--- src/rtl/maze_probe_if.sv ---
// Command handshake and memory port bundle between the maze solver, maze_probe and the 16x16 maze memory.
`timescale 1ns/1ps
interface maze_probe_if;
    logic       start;
    logic [1:0] cmd;
    logic [3:0] x_in;
    logic [3:0] y_in;
    logic [1:0] dir;
    logic       wdata;
    logic       busy;
    logic       done;
    logic [3:0] free_mask;
    logic       oob;
    logic       mem_rd;
    logic       mem_wr;
    logic [3:0] mem_x;
    logic [3:0] mem_y;
    logic       mem_din;
    logic       mem_dout;

    modport master (
        output start, cmd, x_in, y_in, dir, wdata, mem_dout,
        input  busy, done, free_mask, oob, mem_rd, mem_wr, mem_x, mem_y, mem_din
    );

    modport slave (
        input  start, cmd, x_in, y_in, dir, wdata, mem_dout,
        output busy, done, free_mask, oob, mem_rd, mem_wr, mem_x, mem_y, mem_din
    );
endinterface

--- src/rtl/maze_probe.sv ---
// Maze memory requester: PROBE / WRITE / SCAN neighbour queries on a 16x16 wall map.
// Optional read statistics counter enabled by defining MAZE_PROBE_STATS_EN.
//
// state  | meaning
// IDLE   | waiting for start, command inputs latched on acceptance
// SEL    | neighbour for current direction computed, bounds checked
// RD     | mem_rd held READ_LAT+1 cycles, data sampled on the last one
// WR     | single mem_wr cycle at the latched cell
// NEXT   | SCAN direction step, finishes after direction 3
// DONE   | one-cycle done pulse
`timescale 1ns/1ps
module maze_probe #(
    parameter int READ_LAT = 1
) (
    input  logic        clk,
    input  logic        rst,
    maze_probe_if.slave bus,
    output logic [15:0] rd_count
);
    localparam logic [1:0] CMD_PROBE = 2'b00;
    localparam logic [1:0] CMD_WRITE = 2'b01;
    localparam logic [1:0] LAT       = 2'(READ_LAT);

    typedef enum logic [2:0] {S_IDLE, S_SEL, S_RD, S_WR, S_NEXT, S_DONE} state_t;

    state_t     state;
    logic [1:0] op;
    logic [3:0] cx, cy;
    logic [1:0] cdir;
    logic [1:0] lat_cnt;
    logic [4:0] nx, ny;
    logic       n_oob;
    logic       busy_r, done_r, oob_r, rd_r, wr_r, din_r;
    logic [3:0] mask_r, mx_r, my_r;

    // Both -1 (5'h1F) and 16 (5'h10) carry bit 4, so it alone flags out of bounds.
    always_comb begin
        nx = {1'b0, cx};
        ny = {1'b0, cy};
        case (cdir)
            2'd0:    nx = {1'b0, cx} + 5'd1;
            2'd1:    ny = {1'b0, cy} + 5'd1;
            2'd2:    nx = {1'b0, cx} - 5'd1;
            default: ny = {1'b0, cy} - 5'd1;
        endcase
        n_oob = nx[4] | ny[4];
    end

    always_ff @(posedge clk or negedge rst) begin
        if (!rst) begin
            state   <= S_IDLE;
            op      <= '0;
            cx      <= '0;
            cy      <= '0;
            cdir    <= '0;
            lat_cnt <= '0;
            busy_r  <= 1'b0;
            done_r  <= 1'b0;
            oob_r   <= 1'b0;
            mask_r  <= '0;
            rd_r    <= 1'b0;
            wr_r    <= 1'b0;
            din_r   <= 1'b0;
            mx_r    <= '0;
            my_r    <= '0;
        end else begin
            done_r <= 1'b0;
            case (state)
                S_IDLE: begin
                    if (bus.start) begin
                        op     <= bus.cmd;
                        cx     <= bus.x_in;
                        cy     <= bus.y_in;
                        cdir   <= (bus.cmd == CMD_PROBE) ? bus.dir : 2'd0;
                        mask_r <= '0;
                        oob_r  <= 1'b0;
                        busy_r <= 1'b1;
                        if (bus.cmd == CMD_WRITE) begin
                            wr_r  <= 1'b1;
                            mx_r  <= bus.x_in;
                            my_r  <= bus.y_in;
                            din_r <= bus.wdata;
                            state <= S_WR;
                        end else begin
                            state <= S_SEL;
                        end
                    end
                end
                S_SEL: begin
                    if (n_oob) begin
                        if (op == CMD_PROBE) begin
                            oob_r  <= 1'b1;
                            done_r <= 1'b1;
                            state  <= S_DONE;
                        end else begin
                            state <= S_NEXT;
                        end
                    end else begin
                        rd_r    <= 1'b1;
                        mx_r    <= nx[3:0];
                        my_r    <= ny[3:0];
                        lat_cnt <= LAT;
                        state   <= S_RD;
                    end
                end
                S_RD: begin
                    if (lat_cnt == 2'd0) begin
                        mask_r[cdir] <= ~bus.mem_dout;
                        rd_r         <= 1'b0;
                        if (op == CMD_PROBE) begin
                            done_r <= 1'b1;
                            state  <= S_DONE;
                        end else begin
                            state <= S_NEXT;
                        end
                    end else begin
                        lat_cnt <= lat_cnt - 2'd1;
                    end
                end
                S_WR: begin
                    wr_r   <= 1'b0;
                    done_r <= 1'b1;
                    state  <= S_DONE;
                end
                S_NEXT: begin
                    if (cdir == 2'd3) begin
                        done_r <= 1'b1;
                        state  <= S_DONE;
                    end else begin
                        cdir  <= cdir + 2'd1;
                        state <= S_SEL;
                    end
                end
                S_DONE: begin
                    busy_r <= 1'b0;
                    state  <= S_IDLE;
                end
                default: state <= S_IDLE;
            endcase
        end
    end

`ifdef MAZE_PROBE_STATS_EN
    always_ff @(posedge clk or negedge rst) begin
        if (!rst)
            rd_count <= '0;
        else if (state == S_SEL && !n_oob && rd_count != 16'hFFFF)
            rd_count <= rd_count + 16'd1;
    end
`else
    assign rd_count = '0;
`endif

    assign bus.busy      = busy_r;
    assign bus.done      = done_r;
    assign bus.free_mask = mask_r;
    assign bus.oob       = oob_r;
    assign bus.mem_rd    = rd_r;
    assign bus.mem_wr    = wr_r;
    assign bus.mem_x     = mx_r;
    assign bus.mem_y     = my_r;
    assign bus.mem_din   = din_r;
endmodule

--- src/flat_wrapper.sv ---
// flat-port wrapper written by rule: the top's interface ports become plain ports
module maze_probe_flat 
#(
    parameter int READ_LAT = 1
)
  (clk, rst, rd_count, bus_start, bus_cmd, bus_x_in, bus_y_in, bus_dir, bus_wdata, bus_mem_dout, bus_busy, bus_done, bus_free_mask, bus_oob, bus_mem_rd, bus_mem_wr, bus_mem_x, bus_mem_y, bus_mem_din);
  maze_probe_if bus_i ();
  input  logic clk;
  input  logic rst;
  output logic [15:0] rd_count;
  input wire logic [$bits(bus_i.start)-1:0] bus_start;
  input wire logic [$bits(bus_i.cmd)-1:0] bus_cmd;
  input wire logic [$bits(bus_i.x_in)-1:0] bus_x_in;
  input wire logic [$bits(bus_i.y_in)-1:0] bus_y_in;
  input wire logic [$bits(bus_i.dir)-1:0] bus_dir;
  input wire logic [$bits(bus_i.wdata)-1:0] bus_wdata;
  input wire logic [$bits(bus_i.mem_dout)-1:0] bus_mem_dout;
  output wire logic [$bits(bus_i.busy)-1:0] bus_busy;
  output wire logic [$bits(bus_i.done)-1:0] bus_done;
  output wire logic [$bits(bus_i.free_mask)-1:0] bus_free_mask;
  output wire logic [$bits(bus_i.oob)-1:0] bus_oob;
  output wire logic [$bits(bus_i.mem_rd)-1:0] bus_mem_rd;
  output wire logic [$bits(bus_i.mem_wr)-1:0] bus_mem_wr;
  output wire logic [$bits(bus_i.mem_x)-1:0] bus_mem_x;
  output wire logic [$bits(bus_i.mem_y)-1:0] bus_mem_y;
  output wire logic [$bits(bus_i.mem_din)-1:0] bus_mem_din;
  assign bus_i.start = bus_start;
  assign bus_i.cmd = bus_cmd;
  assign bus_i.x_in = bus_x_in;
  assign bus_i.y_in = bus_y_in;
  assign bus_i.dir = bus_dir;
  assign bus_i.wdata = bus_wdata;
  assign bus_i.mem_dout = bus_mem_dout;
  assign bus_busy = bus_i.busy;
  assign bus_done = bus_i.done;
  assign bus_free_mask = bus_i.free_mask;
  assign bus_oob = bus_i.oob;
  assign bus_mem_rd = bus_i.mem_rd;
  assign bus_mem_wr = bus_i.mem_wr;
  assign bus_mem_x = bus_i.mem_x;
  assign bus_mem_y = bus_i.mem_y;
  assign bus_mem_din = bus_i.mem_din;
  maze_probe #(.READ_LAT(READ_LAT)) u_core (.clk(clk), .rst(rst), .bus(bus_i), .rd_count(rd_count));
endmodule
--- config.mk ---
export PLATFORM = sky130hd
export DESIGN_NAME = maze_probe_flat
export DESIGN_NICKNAME = d
export VERILOG_FILES = /design/src/rtl/maze_probe_if.sv /design/src/rtl/maze_probe.sv /design/src/flat_wrapper.sv
export SDC_FILE = /design/constraint.sdc
export NUM_CORES = 1
export LEC_CHECK = 0
export ABC_AREA = 1
export CAP_MARGIN = 15
export CORE_ASPECT_RATIO = 0.7
export CORE_MARGIN = 2
export CORE_UTILIZATION = 50
export CTS_CLUSTER_SIZE = 16
export DETAILED_ROUTE_END_ITERATION = 6
export PLACE_DENSITY = 0.78
export SYNTH_ARGS = -nofsm -noshare
export SYNTH_HDL_FRONTEND = slang
export SYNTH_SLANG_ARGS = --single-unit
--- constraint.sdc ---
create_clock -name clk -period 3 [get_ports clk]
set_input_delay 0.6 -clock clk [delete_from_list [all_inputs] [get_ports clk]]
set_output_delay 0.6 -clock clk [all_outputs]
set_load 0.02 [all_outputs]
==> reports/summary.txt, run 1 <==
Status: finished, final reports clean
Starting Density: 52.08%
# rows: 20
Tightest Pin Transition: 0.5347 ns
Die H: 60.19 um
Hold path endpoint: u_core.bus.mem_rd
Tcrit/Tclk final: 81.26%
Crit. Startpoint: u_core.cdir[1]
WHS Path Cells: 2
Antenna violation net count after detailed routing: 0
GR Overflow Total: 0
Mean Syn Cell Area: 7.883 sq um
Diodes inserted: 0
Chip width: 84.26 um
Via/cell ratio: 5.143
Yosys top cell by area: dfrtp_1
Final Skew: 0.01066 ns
Critical R2R Launch: u_core.cdir[1]
Final min period: 2.438 ns
Crit path cell chain: inv_1 -> ha_1 -> inv_1 -> fa_1 -> nand2_1 -> a21oi_1 -> o21ai_0 -> nand3_2 -> nand3_4 -> nand3_4 -> nand2_1 -> nand2_1
Routed via count: 1944
Setup Crit Path Kind: reg2reg
Pwr Density: 1087 mW/mm^2
CP max stage delay: 0.42 ns
Total power: 2.902 mW
Synth Area in Simple Gates: 27.14%
Stages on the worst setup path: 12
Static Leak: 1.358 nW
Fin. max-slew vios: 0
Final nets: 350
Clock Pin Slew Worst Setup and Hold Paths: 0.07 ns
Critical Path AT: 2.62 ns
Number of CTS-inserted buffers: 5
Maxcap violations: 0
Top cells by area, synth: dfrtp_1 (39%), nand2_1 (12%), ha_1 (5.5%)
Boundary Pins: 51
Layout area overhead: 18.37%
CTS sink count: 35
Crit path launch type: flop
HPWL Detailed: 3709 um
RSZ-0062 raised after global routing: no
# resized after CTS: 0
Worst-path fanout max: 13
Initial DRC Count: 104
Crit. End Element: flop
Post-Syn Area: 0.002255 sq mm
Clk buf depth: 2
CP bufs+invs: 2
Critical path required time: 3.18 ns
CP most frequent cell: nand2_1
Top cell type's share of synthesized area: 38.85%
Routability cong.: 0.8931
Worst skew pair latency: 0.29 ns
Ys Warns: 0
Min-delay src: u_core.bus.mem_rd
Worst IR Drop VDD: 0.5543 mV
Critical path's slowest cell: dfrtp_1
DRC violations left: 0
Complex-gate fraction of the synthesized area: 12.38%
First-pass GRT wire length: 8135 um
Adder-Cell Fraction of Synth Area: 6.437%
Largest net degree at the start of global routing: 36
Antenna violations before repair: 0
Main combinational cell family by area after synthesis: simple AND/OR/NAND/NOR gates
Ratio of cells with drive above 1 in the final layout: 11.46%
WL final: 5046 um
Cell depth of the worst flop-to-flop path: 12
Post-synthesis xor/xnor area fraction: 0.7769%
Core footprint: 0.004329 sq mm
CTS H-tree lvls: 2
Setup TNS Final: 0 ns
Cells after Synth: 286
Mux contribution to synthesized area: 0.4994%
Vias in the first global route: 1730
Final setup viols: 0
Worst rel slew slack: 64.32%
Per-cell routed wire length: 13.35 um
R2r setup slk: 0.56 ns
Fin Hold WS: 0.4726 ns
IO buf count: 34
Hold-fix buffers, CTS: 0
# Post-CTS Setup Buffers: 0
Die ar.: 0.005071 sq mm
TritonCTS clock tree: yes
Pre-Repair DR Iteration Count: 4
Fin util: 61.65%
Fmax: 410.2 MHz
Worst min path class: reg2reg
Hold Vio Cnt, Final: 0
Yosys cell types: 35
GRT Total Usage: 20.80%
CTS Root Cell: clkbuf_8
Cell family with most CP delay: simple AND/OR/NAND/NOR gates
Sequential fraction of the synthesis area: 38.85%
Flop and latch count out of synthesis: 35
Worst r2r dst: u_core.bus.mem_y[1]
[routing by layer]
layer	part of all wire, %	up-vias	GRT usage (%)	wire length, um
li1	-	982	-	-
met1	49	887	29.48	2453
met2	44	70	32.77	2224
met3	6.8	5	4.420	341
met4	0.54	0	5.530	27
met5	0	-	0	0
[area by class of cell]
type,instances,area (sq um)
tap,55,68.82
timing repair buffer,36,355.3
fill,401,1660
multi-input combinational,206,1125
sequential,35,875.8
inverter,38,143.9
clock buffer,8,100.1
[power by group]
group | switching [mW] | internal, mW | total (mW)
combinational | 1.05 | 0.625 | 1.68
sequential | 0.162 | 0.680 | 0.842
clock | 0.174 | 0.210 | 0.383
[state kept, by name (all words and copies together) (netlist names)]
signal and count:
u_core.bus.mem_y 4, u_core.cdir 2, u_core.op 2, u_core.cy 4
u_core.bus.oob 1, u_core.cx 4, u_core.bus.mem_din 1, u_core.bus.mem_wr 1
u_core.lat_cnt 2, u_core.bus.mem_rd 1, u_core.bus.mem_x 4, u_core.bus.free_mask 4
u_core.state 3, u_core.bus.done 1, u_core.bus.busy 1
[worst max-delay path by stage]
stage / end
6_report: u_core.bus.mem_y[1]
5_1_grt: u_core.bus.mem_x[3]
4_1_cts: u_core.bus.mem_y[1]
3_5_place_dp: u_core.bus.mem_x[3]
3_3_place_gp: u_core.bus.mem_x[3]
2_1_floorplan: u_core.state[2]
[layout by cell type, fill, tap and decap left out, types with 2 or more instances in the layout]
cell type        synthesis  final
ha_1                    10     10
buf_4                   16      2
a21oi_1                 11     11
o21ai_1                 13     13
nand2_1                 71     71
nand4_1                 11     11
o21ai_0                 13     13
a311oi_1                 3      3
o22ai_1                  2      2
nand3_1                 12     12
clkbuf_8                 0      7
nand3_2                  4      4
nor2_1                  14     14
o21ai_2                  2      2
clkdlybuf4s50_1          0     34
nand2_2                  5      5
dfrtp_1                 35     35
nor3_1                   2      2
inv_1                   28     28
o211ai_1                 3      3
inv_2                    9      9
nor2_2                   3      3
conb_1                   1     16
nand3_4                  2      2
[per-stage QoR]
step                      cell area (sq um)  std cells  worst slack [ns]
final                                  2669        378            0.5621
after global routing                   2669        378            0.3430
after CTS                              2669        378            0.5928
after detailed placement               2569        370            0.6209
after global placement                 2569        370            0.7409
after floorplan                        2311        301            0.9086
[tightest hold or removal path, stage by stage, from the launching register on]
cell and delay, ns:
dfrtp_1 0.35, nand2_1 0.05, nand2_1 0.04
[cell usage after synthesis (all sizes together)]
library cell / number
o211ai: 3
clkinv: 1
inv: 37
nand3: 18
buf: 22
ha: 10
nor3: 3
a22oi: 1
fa: 1
o31ai: 1
o22ai: 2
mux2: 1
nor2: 17
nand4: 12
xnor2: 1
o21ai: 28
a311oi: 3
dfrtp: 35
nand2: 76
a21oi: 11
xor2: 1
or2: 1
conb: 1
[cell families (layout without fill, tap and decap cells)]
logic type | after synthesis | count (layout)
AOI/OAI and AO/OA | 49 | 49
DFF | 35 | 35
xor gates and xnor gates | 2 | 2
and+or+nand+nor | 127 | 127
buffers and inverters | 60 | 82
muxes | 1 | 1
adders and majority gates | 11 | 11
other | 1 | 16
No activity file was read; power rests on OpenSTA's default activity.
==> run 2, diff against run 1 <==
--- a/config.mk
+++ b/config.mk
@@ -9,10 +9,10 @@
 export CAP_MARGIN = 15
 export CORE_ASPECT_RATIO = 0.7
 export CORE_MARGIN = 2
-export CORE_UTILIZATION = 50
+export CORE_UTILIZATION = 46
 export CTS_CLUSTER_SIZE = 16
 export DETAILED_ROUTE_END_ITERATION = 6
-export PLACE_DENSITY = 0.78
+export PLACE_DENSITY = 0.75
 export SYNTH_ARGS = -nofsm -noshare
 export SYNTH_HDL_FRONTEND = slang
 export SYNTH_SLANG_ARGS = --single-unit
==> constraint.sdc (replaced) <==
create_clock -name clk -period 1.95 [get_ports clk]
set_input_delay 0.39 -clock clk [delete_from_list [all_inputs] [get_ports clk]]
set_output_delay 0.39 -clock clk [all_outputs]
set_load 0.02 [all_outputs]
==> reports/summary.txt, run 2 (synthesis gave the netlist of run 1 again) <==
Status: finished, violations left (was finished, final reports clean)
Violated checks: negative setup slack
Chip width: 87.68 um (was 84.26 um)
Commonest cells after routing, fill and taps aside: nand2_1 (65), clkdlybuf4s50_1 (34), dfrtp_1 (34) (was nand2_1 (71), dfrtp_1 (35), clkdlybuf4s50_1 (34))
Crit. End Element: flop (unchanged)
Pwr Density: 1679 mW/mm^2 (was 1087 mW/mm^2)
Crit path launch type: flop (unchanged)
Worst IR Drop VDD: 0.8827 mV (was 0.5543 mV)
Fin. max-slew vios: 0 (unchanged)
Ratio of cells with drive above 1 in the final layout: 24.86% (was 11.46%)
M1 WL: 2669 um (was 2453 um)
Antenna violations before repair: 0 (unchanged)
Layout area overhead: 33.19% (was 18.37%)
Crit path cell chain: buf_6 -> ha_4 -> nand2_2 -> inv_2 -> nor2_4 -> ha_2 -> inv_2 -> nand2_2 -> nand3_2 -> nand2_1 -> nand2_2 -> nand3_4 -> nand3_4 -> buf_6 -> nand4_1 -> nand2_1 (was inv_1 -> ha_1 -> inv_1 -> fa_1 -> nand2_1 -> a21oi_1 -> o21ai_0 -> nand3_2 -> nand3_4 -> nand3_4 -> nand2_1 -> nand2_1)
Maxcap violations: 0 (unchanged)
Worst min path class: reg2reg (unchanged)
Antenna violation net count after detailed routing: 0 (unchanged)
GR Overflow Total: 0 (unchanged)
Core footprint: 0.004756 sq mm (was 0.004329 sq mm)
Final Skew: 0.003127 ns (was 0.01066 ns)
Hold Vio Cnt, Final: 0 (unchanged)
Crit. Startpoint: u_core.cdir[1] (unchanged)
Setup Crit Path Kind: reg2reg (unchanged)
Final setup margin: -0.08149 ns (was 0.5621 ns)
Vias in the first global route: 1930 (was 1730)
IO buf count: 34 (unchanged)
First-pass GRT wire length: 8783 um (was 8135 um)
Final nets: 378 (was 350)
Tcrit/Tclk final: 104.2% (was 81.26%)
Starting Density: 47.41% (was 52.08%)
Clk buf depth: 2 (unchanged)
Critical path's slowest cell: dfrtp_1 (unchanged)
WL final: 5444 um (was 5046 um)
DRC violations left: 0 (unchanged)
Fin Hold WS: 0.4792 ns (was 0.4726 ns)
CTS H-tree lvls: 2 (unchanged)
CTS Root Cell: clkbuf_8 (unchanged)
GRT Total Usage: 20.23% (was 20.80%)
Per-cell routed wire length: 12.99 um (was 13.35 um)
Clock Pin Slew Worst Setup and Hold Paths: 0.07 ns (about the same)
Routed via count: 2087 (was 1944)
Die ar.: 0.005487 sq mm (was 0.005071 sq mm)
Routability cong.: 0.8439 (was 0.8931)
Static Leak: 1.496 nW (was 1.358 nW)
Fmax: 492.3 MHz (was 410.2 MHz)
Placed inst area: 0.002808 sq mm (was 0.002569 sq mm)
Critical Path AT: 2.21 ns (was 2.62 ns)
Worst-path fanout max: 6 (was 13)
Critical path required time: 2.12 ns (was 3.18 ns)
Final min period: 2.031 ns (was 2.438 ns)
Boundary Pins: 51 (unchanged)
RSZ-0062 raised after global routing: yes (was no)
Most common cell after layout, fill and taps aside: nand2_1 (unchanged)
Worst r2r dst: u_core.bus.mem_y[0] (was u_core.bus.mem_y[1])
CP max stage delay: 0.40 ns (was 0.42 ns)
Worst skew pair latency: 0.28 ns (was 0.29 ns)
Cell depth of the worst flop-to-flop path: 16 (was 12)
R2r setup slk: -0.08 ns (was 0.56 ns)
Pre-Repair DR Iteration Count: 4 (unchanged)
HPWL Detailed: 3929 um (was 3709 um)
Critical R2R Launch: u_core.cdir[1] (unchanged)
Finished Cell Area: 0.003003 sq mm (was 0.002669 sq mm)
Initial DRC Count: 172 (was 104)
# rows: 21 (was 20)
DR WL met3: 248 um (was 341 um)
Via/cell ratio: 4.981 (was 5.143)
TritonCTS clock tree: yes (unchanged)
CP most frequent cell: nand2_2 (was nand2_1)
Largest net degree at the start of global routing: 36 (unchanged)
Diodes inserted: 0 (unchanged)
Hold path endpoint: u_core.bus.mem_x[2] (was u_core.bus.mem_rd)
Number of CTS-inserted buffers: 5 (unchanged)
WL met2: 2436 um (was 2224 um)
Min-delay src: u_core.bus.mem_x[2] (was u_core.bus.mem_rd)
Final setup viols: 15 (was 0)
Die H: 62.58 um (was 60.19 um)
Top sig layer: met4 (unchanged)
WHS Path Cells: 2 (unchanged)
CTS sink count: 35 (unchanged)
[run 2: cell count changes in the layout (fill, tap and decap cells not counted), moves of 2 or more]
cell	before	now
ha_4	0	3
nand2_2	5	11
buf_6	0	4
nor2_1	14	12
inv_1	28	23
nand3_1	12	10
ha_1	10	6
nor2_4	0	2
buf_4	2	26
inv_2	9	14
nand2_1	71	65
[run 2: timing repair]
action / 4_1_cts / 5_1_grt
setup endpoints to repair: 15 / 16
gates resized for setup: 8 / 15
hold buffers: 0 / 0
pin swaps: 5 / 8
setup buffers: 4 / 0
[run 2: worst max path at each step]
stage | depth (start not counted) | endpoint | slack [ns]
floorplan | 17 | u_core.bus.mem_x[0] | -0.03
global placement | 13 | u_core.state[0] | -0.03
detailed placement | 13 | u_core.bus.mem_x[2] | -0.1
CTS | 16 | u_core.bus.mem_rd | -0.06
global route | 12 | u_core.bus.mem_y[3] | -0.24
finish | 16 | u_core.bus.mem_y[0] | -0.08
[run 2: per-stage QoR]
stage	cells	util, %	worst slack, ns	total power, mW	setup TNS [ns]
floorplan	301	-	-0.02733	3.202	-0.2719
global placement	408	59.04	-0.02522	4.156	-0.2127
detailed placement	408	59.04	-0.09603	4.228	-0.8877
CTS	419	62.09	-0.05783	4.895	-0.6284
global route	419	63.14	-0.2385	5.500	-2.875
finish	419	63.14	-0.08149	5.041	-0.8174
[run 2: layout make-up]
| class | instances | area, sq um |
|---|---|---|
| timing repair buffer | 64 | 580.6 |
| tap | 69 | 86.33 |
| clock buffer | 6 | 82.58 |
| sequential | 35 | 877.1 |
| multi-input combinational | 206 | 1227 |
| fill | 418 | 1753 |
| clock inverter | 1 | 5.005 |
| inverter | 38 | 143.9 |
[run 2: worst max-delay path: cells and delay by family, from the launching register on]
kind / cells / cell delay [ns]
AND/OR/NAND/NOR: 10 / 0.80
adder cells (fa/ha/maj): 2 / 0.35
flip-flops: 1 / 0.40
buffers and inverters: 4 / 0.37
[run 2: per-layer routing]
layer	global-route usage, %	up-vias
met5	0	-
met4	6.154	0
li1	-	1041
met1	29.22	980
met2	30.02	54
met3	4.756	12
[run 2: power by group]
| group | switching [mW] | leakage [nW] | internal [mW] |
|---|---|---|---|
| clock network | 0.256 | 0.0470 | 0.277 |
| logic | 1.82 | 1.01 | 1.38 |
| registers | 0.264 | 0.439 | 1.05 |
==> run 3, diff against run 2 <==
--- a/config.mk
+++ b/config.mk
@@ -9,10 +9,10 @@
 export CAP_MARGIN = 15
 export CORE_ASPECT_RATIO = 0.7
 export CORE_MARGIN = 2
-export CORE_UTILIZATION = 46
+export CORE_UTILIZATION = 54
 export CTS_CLUSTER_SIZE = 16
 export DETAILED_ROUTE_END_ITERATION = 6
-export PLACE_DENSITY = 0.75
+export PLACE_DENSITY = 0.83
 export SYNTH_ARGS = -nofsm -noshare
 export SYNTH_HDL_FRONTEND = slang
 export SYNTH_SLANG_ARGS = --single-unit
==> constraint.sdc (replaced) <==
create_clock -name clk -period 2.5 [get_ports clk]
set_input_delay 0.5 -clock clk [delete_from_list [all_inputs] [get_ports clk]]
set_output_delay 0.5 -clock clk [all_outputs]
set_load 0.02 [all_outputs]
==> reports/summary.txt, run 3 (synthesis gave the netlist of run 1 again) <==
GR Overflow Total: 0 (unchanged)
Die ar.: 0.004716 sq mm (was 0.005487 sq mm)
Status: finished, final reports clean (was finished, violations left)
CP max stage delay: 0.42 ns (was 0.40 ns)
Worst IR Drop VDD: 0.8477 mV (was 0.8827 mV)
RSZ-0062 raised after global routing: no (was yes)
IO buf count: 34 (unchanged)
Tcrit/Tclk final: 92.10% (was 104.2%)
DRC violations left: 0 (unchanged)
Per-cell routed wire length: 12.84 um (was 12.99 um)
Clk buf depth: 2 (unchanged)
Final min period: 2.303 ns (was 2.031 ns)
Layout area overhead: 18.26% (was 33.19%)
Die H: 58.06 um (was 62.58 um)
Largest net degree at the start of global routing: 36 (unchanged)
Setup Crit Path Kind: reg2reg (unchanged)
Vias in the first global route: 1816 (was 1930)
Core footprint: 0.003970 sq mm (was 0.004756 sq mm)
# rows: 19 (was 21)
Multi-input gate area: 0.001137 sq mm (was 0.001227 sq mm)
Diodes inserted: 0 (unchanged)
Sequential Area: 875.8 sq um (was 877.1 sq um)
Pwr Density: 1287 mW/mm^2 (was 1679 mW/mm^2)
# resized after CTS: 0 (was 8)
Chip width: 81.23 um (was 87.68 um)
Initial DRC Count: 145 (was 172)
Most common cell after layout, fill and taps aside: nand2_1 (unchanged)
Antenna violation net count after detailed routing: 0 (unchanged)
CTS H-tree lvls: 2 (unchanged)
First-pass GRT wire length: 7962 um (was 8783 um)
GRT Total Usage: 22.03% (was 20.23%)
Cell family with most CP delay: simple AND/OR/NAND/NOR gates (unchanged)
Starting Density: 56.79% (was 47.41%)
Hold Vio Cnt, Final: 0 (unchanged)
Antenna violations before repair: 0 (unchanged)
Hold-fix buffers, CTS: 0 (unchanged)
CTS sink count: 35 (unchanged)
Total power: 3.431 mW (was 5.041 mW)
HPWL Detailed: 3665 um (was 3929 um)
Worst rel slew slack: 65.05%
Commonest cells after routing, fill and taps aside: nand2_1 (71), dfrtp_1 (35), clkdlybuf4s50_1 (34) (was nand2_1 (65), clkdlybuf4s50_1 (34), dfrtp_1 (34))
Clock Pin Slew Worst Setup and Hold Paths: 0.07 ns (about the same)
Crit path launch type: flop (unchanged)
Crit path cell chain: inv_1 -> ha_2 -> inv_1 -> fa_1 -> nand2_1 -> a21oi_1 -> o21ai_1 -> nand3_2 -> nand3_4 -> nand3_4 -> nand2_1 -> nand2_1 (was buf_6 -> ha_4 -> nand2_2 -> inv_2 -> nor2_4 -> ha_2 -> inv_2 -> nand2_2 -> nand3_2 -> nand2_1 -> nand2_2 -> nand3_4 -> nand3_4 -> buf_6 -> nand4_1 -> nand2_1)
Number of CTS-inserted buffers: 5 (unchanged)
CP bufs+invs: 2 (was 4)
Final nets: 352 (was 378)
# Post-CTS Setup Buffers: 0 (was 4)
CTS Root Cell: clkbuf_8 (unchanged)
Fin Hold WS: 0.4731 ns (was 0.4792 ns)
Critical path required time: 2.67 ns (was 2.12 ns)
WL final: 4839 um (was 5444 um)
Fin. max-slew vios: 0 (unchanged)
Routability cong.: 0.8709 (was 0.8439)
Critical path's slowest cell: dfrtp_1 (unchanged)
Ratio of cells with drive above 1 in the final layout: 12.00% (was 24.86%)
CP most frequent cell: nand2_1 (was nand2_2)
Final Skew: 0.006073 ns (was 0.003127 ns)
TritonCTS clock tree: yes (unchanged)
Tightest Pin Transition: 0.5228 ns
Worst-path fanout max: 9 (was 6)
FILL cells: 351 (was 418)
Routed via count: 1984 (was 2087)
Worst min path class: reg2reg (unchanged)
Boundary Pins: 51 (unchanged)
Via/cell ratio: 5.263 (was 4.981)
Critical Path AT: 2.47 ns (was 2.21 ns)
Static Leak: 1.354 nW (was 1.496 nW)
Fmax: 434.3 MHz (was 492.3 MHz)
Worst skew pair latency: 0.28 ns (about the same)
Setup TNS Final: 0 ns (was -0.8174 ns)
Maxcap violations: 0 (unchanged)
Final setup viols: 0 (was 15)
Fin util: 67.16% (was 63.14%)
Pre-Repair DR Iteration Count: 4 (unchanged)
Crit. End Element: flop (unchanged)
run 3: cell count changes in the layout (fill, tap and decap cells not counted), sizes merged:
cell    change
buf        -27
clkbuf      +1
nand3       +1
run 3: metrics by stage:
stage / setup WS (ns) / std cells / instance area [sq um]
floorplan: 0.4086 / 301 / 2311
global placement: 0.2579 / 368 / 2572
detailed placement: 0.1383 / 368 / 2572
CTS: 0.1092 / 376 / 2654
global route: 0.002835 / 377 / 2666
finish: 0.1974 / 377 / 2666
run 3: layer usage:
metal | part of all wire [%] | global-route usage (%)
met1 | 47 | 30.71
met5 | 0 | 0
met4 | 0.35 | 3.632
met2 | 47 | 35.89
met3 | 6.2 | 5.296
run 3: path summary, 6_finish.rpt:
check | slack, ns | start | to | depth (start not counted)
worst min-delay path | 0.47 | u_core.lat_cnt[1] | u_core.lat_cnt[1] | 2
max in group asynchronous | 1.55 | rst | u_core.op[1] | 2
min in group asynchronous | 0.63 | rst | u_core.cx[1] | 2
worst min register to register | 0.47 | u_core.lat_cnt[1] | u_core.lat_cnt[1] | 2
worst max-delay path | 0.20 | u_core.cdir[1] | u_core.bus.mem_x[3] | 12
worst max register to register | 0.20 | u_core.cdir[1] | u_core.bus.mem_x[3] | 12
run 3: worst register-to-register path: cells and delay by family (launching register included):
kind | cells | cell delay [ns]
AND/OR/NAND/NOR | 6 | 0.72
adder cells (fa/ha/maj) | 2 | 0.60
flip-flops | 1 | 0.42
AO/OA/AOI/OAI | 2 | 0.23
buffers and inverters | 2 | 0.22
run 3: report_power, final:
part	internal, mW	total [mW]	switching [mW]	leakage, nW
Clock	0.195	0.389	0.193	0.0422
Combinational	0.768	2.03	1.27	0.871
Sequential	0.817	1.01	0.191	0.441
Total	1.78	3.43	1.65	1.35
run 3: area by class of cell:
type / instances / area share (%)
Tap cell: 52 / 2.440
Sequential cell: 35 / 32.85
Inverter: 38 / 5.397
Multi-Input combinational cell: 207 / 42.66
Clock buffer: 7 / 2.863
Clock inverter: 1 / 0.1877
Timing Repair Buffer: 37 / 13.61
==> RTL edit 1: new RTL, config.mk and constraints of run 1 <==
Encoding of `state_t`: now Gray code (3 bits for 6 states).
--- a/src/rtl/maze_probe.sv
+++ b/src/rtl/maze_probe.sv
@@ -23,3 +23,3 @@
 
-    typedef enum logic [2:0] {S_IDLE, S_SEL, S_RD, S_WR, S_NEXT, S_DONE} state_t;
+    typedef enum logic [2:0] {S_IDLE = 3'b000, S_SEL = 3'b001, S_RD = 3'b011, S_WR = 3'b010, S_NEXT = 3'b110, S_DONE = 3'b111} state_t;
 
Behaviour: same outputs for any inputs over 10 cycles, from zero or initial values and one cycle with rst low; not proved beyond that.
==> RTL edit 1 against run 1 <==
Final area is 0.66% lower; power is 8.7% higher; sequential cell count did not move; core utilization about the same; clock skew decreased by 3.6 ps; critical path type unchanged; largest power group unchanged; die area is 1.4% lower; wire length decreased by 2.7%; area after synthesis down 1.4%; worst setup slack worse by 84 ps; sequential share of layout area is 0.22 points higher.
==> RTL edit 1: results (changes against run 1) <==
The run finished with clean final reports. The portion of total power attributed to combinational logic came out at 59.6% (was 57.8%). Launching point of the worst reg2reg path: u_core.cdir[0]$_DFFE_PN0P_ (was u_core.cdir[1]$_DFFE_PN0P_). The run gives 479 ps (was 473 ps) as the final hold slack. The startpoint of the tightest hold check path was u_core.bus.mem_y[0]$_DFFE_PN0P_ (was u_core.bus.mem_rd$_DFFE_PN0P_). The mean instance size in the synthesized netlist works out to 7.85 um2 (was 7.88 um2).

The wire length per cell is 13.1 um (was 13.3 um), and the post-synthesis compound-gate area fraction is 13.0% (was 12.4%). The logs give 7.07 ps (was 10.7 ps) for the worst setup skew after layout and 3630 um (was 3710 um) for the total half-perimeter wirelength after legalization and detailed placement. The worst-path maximum fanout was 13 (unchanged); the total combinational power was 1.88 mW (was 1.68 mW). For the final weighted congestion in routability-driven placement, the log shows 0.864 (was 0.893).

The sequential power was 880 uW (was 842 uW); the number of DRC markers in iteration 0 was 176 (was 104). The tools report the met3 wire length as 301 um (was 341 um). Top cells by count, synth: nand2_1 (72), dfrtp_1 (35), o21ai_0 (24) (was nand2_1 (71), dfrtp_1 (35), inv_1 (28)). The logs give 21.2% (was 20.8%) for the global-route usage over all layers and 1.31 nW (was 1.36 nW) for the leakage power of the design.

Fraction of power spent switching nets: 48.3% (was 47.8%). The met2 wire length is 2150 um (was 2220 um). The number of library cell types mapped by synthesis is 38 (was 35), and the post-synthesis share of cell area spent on xor and xnor gates is 1.18% (was 0.777%).

The tools report the first-pass GRT wire length as 8220 um (was 8140 um). The tools report the worst-case hold path end point as u_core.bus.mem_y[0]$_DFFE_PN0P_ (was u_core.bus.mem_rd$_DFFE_PN0P_). The via count of the first global-routing pass is 1715 (was 1730). The run gives 2550 um2 (was 2570 um2) as the cell area after placement. Worst voltage drop across the vdd grid: 642 uV (was 554 uV).

The slack of the worst reg-to-reg path came out at 480 ps (was 560 ps). Proportion of layout cells with a drive suffix above 1: 10.9% (was 11.5%). Met2 usage: 32.9% (was 32.8%). The final cell count without fillers was 376 (was 378). The tools report the post-layout net count as 348 (was 350). Top area cells in the synthesized netlist: dfrtp_1 (39%), nand2_1 (12%), buf_4 (6.1%) (was dfrtp_1 (39%), nand2_1 (12%), ha_1 (5.5%)).

The total instance count after detailed placement came out at 368 (was 370). The post-placement setup slack is 544 ps (was 621 ps), and the delay contributed by the slowest stage of the critical path is 440 ps (was 420 ps). The met3 track demand over resource came out at 4.28% (was 4.42%). The endpoint of the most critical register-to-register path was u_core.bus.mem_x[1]$_DFFE_PN0P_ (was u_core.bus.mem_y[1]$_DFFE_PN0P_).

The routed via count divided by cell count is 5.05 (was 5.14), and the fraction of synthesized area in multiplexers is 0.507% (was 0.499%). The critical path arrival came out at 2760 ps (was 2620 ps).
[RTL edit 1: cell types whose count changed after synthesis, sizes merged, moves of 2 or more]
cell    delta
a21oi      +4
buf        -2
inv        -6
nand3      +4
nand4     -11
nor2       +7
o211ai     -3
o22ai      +2
[RTL edit 1: worst max path at each step]
stage	to	slack, ps	depth (start not counted)
after detailed placement	u_core.bus.mem_x[1]$_DFFE_PN0P_	540	15
after CTS	u_core.bus.mem_x[1]$_DFFE_PN0P_	500	15
after global routing	u_core.bus.mem_y[0]$_DFFE_PN0P_	240	15
final	u_core.bus.mem_x[1]$_DFFE_PN0P_	480	15
after global placement	u_core.bus.mem_x[3]$_DFFE_PN0P_	640	11
after floorplan	u_core.bus.mem_x[3]$_DFFE_PN0P_	1000	17
[RTL edit 1: cell type report]
class / count / area (um2)
repair buffers: 36 / 355
flip-flops and latches: 35 / 876
inverters: 31 / 119
clock inverters: 1 / 7.51
well taps: 55 / 68.8
clock buffers: 7 / 96.3
multi-input cells: 211 / 1130
fillers: 394 / 1650
==> RTL edit 2: new RTL, config.mk and constraints of run 1 <==
Without the edit above. The option `MAZE_PROBE_STATS_EN` is turned on by a define.
--- a/src/rtl/maze_probe.sv
+++ b/src/rtl/maze_probe.sv
@@ -11,2 +11,4 @@
 `timescale 1ns/1ps
+`define MAZE_PROBE_STATS_EN
+
 module maze_probe #(
Check against the original RTL: not equivalent (a bounded check fails within 4 cycles, from zero or initial values and one cycle with rst low).
==> RTL edit 2 against run 1 <==
Sequential cell count rose by 16; area after synthesis up 39%; non-clock buffer count increased by 19; clock skew fell by 3.5 ps; power grew 19%; worst setup slack lost 260 ps; die area rose by 36%; final area up 42%; wire length grew 36%; sequential power increased by 33%; critical path type unchanged; critical endpoint is now u_core.rd_count[5]$_DFFE_PN0P_; largest cell class unchanged; largest power group unchanged; highest routed layer unchanged.
==> RTL edit 2: results (changes against run 1) <==
The fraction of synthesized area in multiplexers is 0.360% (was 0.499%). For the layout filler cell count, the log shows 531 (was 401). For the via count of the first global-routing pass, the log shows 2447 (was 1730). The critical path arrival is 2890 ps (was 2620 ps), and the slack of the worst reg-to-reg path is 300 ps (was 560 ps). The post-layout net count came out at 462 (was 350). The number of port buffers is 50 (was 34). The run gives 5350 um (was 3710 um) as the total half-perimeter wirelength after legalization and detailed placement.

Slew of the pin with the lowest slew margin: 490 ps (was 535 ps). The logs give 2630 (was 1944) for the via count and 11800 um (was 8140 um) for the first-pass GRT wire length. The cell type of the slowest stage on the worst timing path is dfrtp_1 (unchanged). The run gives 21.2% (was 20.8%) as the global-route usage over all layers.

The worst setup skew after layout came out at 7.14 ps (was 10.7 ps). The post-placement setup slack is 274 ps (was 621 ps), and the adder-cell share of the synthesized area is 5.04% (was 6.44%). The class of the tightest hold or removal check is input pin to async pin (was register to register). Top area cells in the synthesized netlist: dfrtp_1 (41%), nand2_1 (11%), inv_1 (5.6%) (was dfrtp_1 (39%), nand2_1 (12%), ha_1 (5.5%)). The cell type group with the largest total delay on the critical path is simple AND/OR/NAND/NOR gates (unchanged). Launching point of the worst reg2reg path: u_core.cdir[1]$_DFFE_PN0P_ (unchanged). The number of diodes was 0 (unchanged); the pin count of the biggest net entering global routing was 35 (was 36). The run gives 408 as the net count after synthesis. Top cells by count, synth: nand2_1 (90), dfrtp_1 (51), inv_1 (47) (was nand2_1 (71), dfrtp_1 (35), inv_1 (28)).

The sequential share of the synthesized area was 40.8% (was 38.8%); the yosys synthesis warning count was 0 (unchanged). The flow ran to the end, and the final reports show no timing, DRC or antenna violations. Depth of the worst register-to-register path: 14 (was 12).

The maximum number of buffers from clock root to sink was 2 (unchanged). Number of library cell types mapped by synthesis: 38 (was 35). The routed wire length was 6880 um (was 5050 um); the proportion of layout cells with a drive suffix above 1 was 14.5% (was 11.5%).

The clock input transition at the sequential cells of the worst setup and hold paths was 90 ps (was 70 ps); the post-synthesis share of cell area spent on xor and xnor gates was 4.76% (was 0.777%). The worst voltage drop across the vdd grid is 570 uV (was 554 uV). The final weighted congestion in routability-driven placement was 0.831 (was 0.893); the number of DRC markers in iteration 0 was 149 (was 104).

The post-synthesis compound-gate area fraction came out at 13.2% (was 12.4%). u_core.rd_count holds more flip-flops than any other register. The clock latency on the worst-skew pair is 310 ps (was 290 ps), and the worst-path maximum fanout is 15 (was 13). First-pass iteration count of the detailed router: 4 (unchanged). The initial antenna violation count is 0 (unchanged), and the count of cells resized by post-cts repair is 0 (unchanged). Endpoint of the most critical register-to-register path: u_core.rd_count[5]$_DFFE_PN0P_ (was u_core.bus.mem_y[1]$_DFFE_PN0P_). For the leakage power of the design, the log shows 1.79 nW (was 1.36 nW).
-- RTL edit 2: changes by cell type after synthesis, moves of 9 or more --
cell / before / now
nand2_2: 5 / 14
o21ai_1: 13 / 3
xnor2_1: 1 / 10
inv_1: 28 / 47
dfrtp_1: 35 / 51
nand2_1: 71 / 90
buf_4: 16 / 1
o21ai_2: 2 / 15
-- RTL edit 2: cells by family after synthesis --
family,Yosys count
buffers and inverters,61
muxes,1
xor gates and xnor gates,17
AOI/OAI and AO/OA,63
adders and majority gates,12
and+or+nand+nor,174
DFF,51
-- RTL edit 2: how the worst max path moves through the flow --
| stage | startpoint | end | slack [ps] |
|---|---|---|---|
| finish | u_core.cdir[1]$_DFFE_PN0P_ | u_core.rd_count[5]$_DFFE_PN0P_ | 300 |
| global route | u_core.cdir[1]$_DFFE_PN0P_ | u_core.rd_count[3]$_DFFE_PN0P_ | 30 |
| CTS | u_core.cdir[1]$_DFFE_PN0P_ | u_core.rd_count[7]$_DFFE_PN0P_ | 270 |
| detailed placement | u_core.cdir[1]$_DFFE_PN0P_ | u_core.rd_count[7]$_DFFE_PN0P_ | 270 |
| global placement | u_core.cdir[1]$_DFFE_PN0P_ | u_core.rd_count[8]$_DFFE_PN0P_ | 410 |
| floorplan | u_core.cdir[1]$_DFFE_PN0P_ | u_core.rd_count[4]$_DFFE_PN0P_ | 780 |
-- RTL edit 2: metrics by stage --
step	cells	hold slack (ps)	area (um2)
5_1_grt	512	221	3780
3_5_place_dp	503	460	3690
3_3_place_gp	503	458	3690
4_1_cts	511	210	3770
2_1_floorplan	379	304	3130
6_report	512	200	3780
-- RTL edit 2: cell type report --
cell class                      instances  area [um2]  area share (%)
Tap cell                               78        97.6            2.58
Sequential cell                        51        1280            33.8
Timing Repair Buffer                   55         533            14.1
Clock inverter                          2        12.5           0.331
Clock buffer                            6        72.6            1.92
Multi-Input combinational cell        268        1590            42.2
Inverter                               52         195            5.16
-- RTL edit 2: power by group --
part	internal [mW]	switching (mW)
clock	0.163	0.230
combinational	0.737	1.19
sequential	0.920	0.204
total	1.82	1.63
-- RTL edit 2: layer usage --
| layer | global-route usage (%) | share of wire (%) | wire, um | up-vias |
|---|---|---|---|---|
| met5 | 0 | 0 | 0 | - |
| met4 | 4.57 | 0.86 | 59 | 0 |
| met3 | 5.11 | 4.0 | 272 | 5 |
| met2 | 32.0 | 45 | 3120 | 51 |
| met1 | 31.1 | 50 | 3430 | 1224 |
| li1 | - | - | - | 1350 |
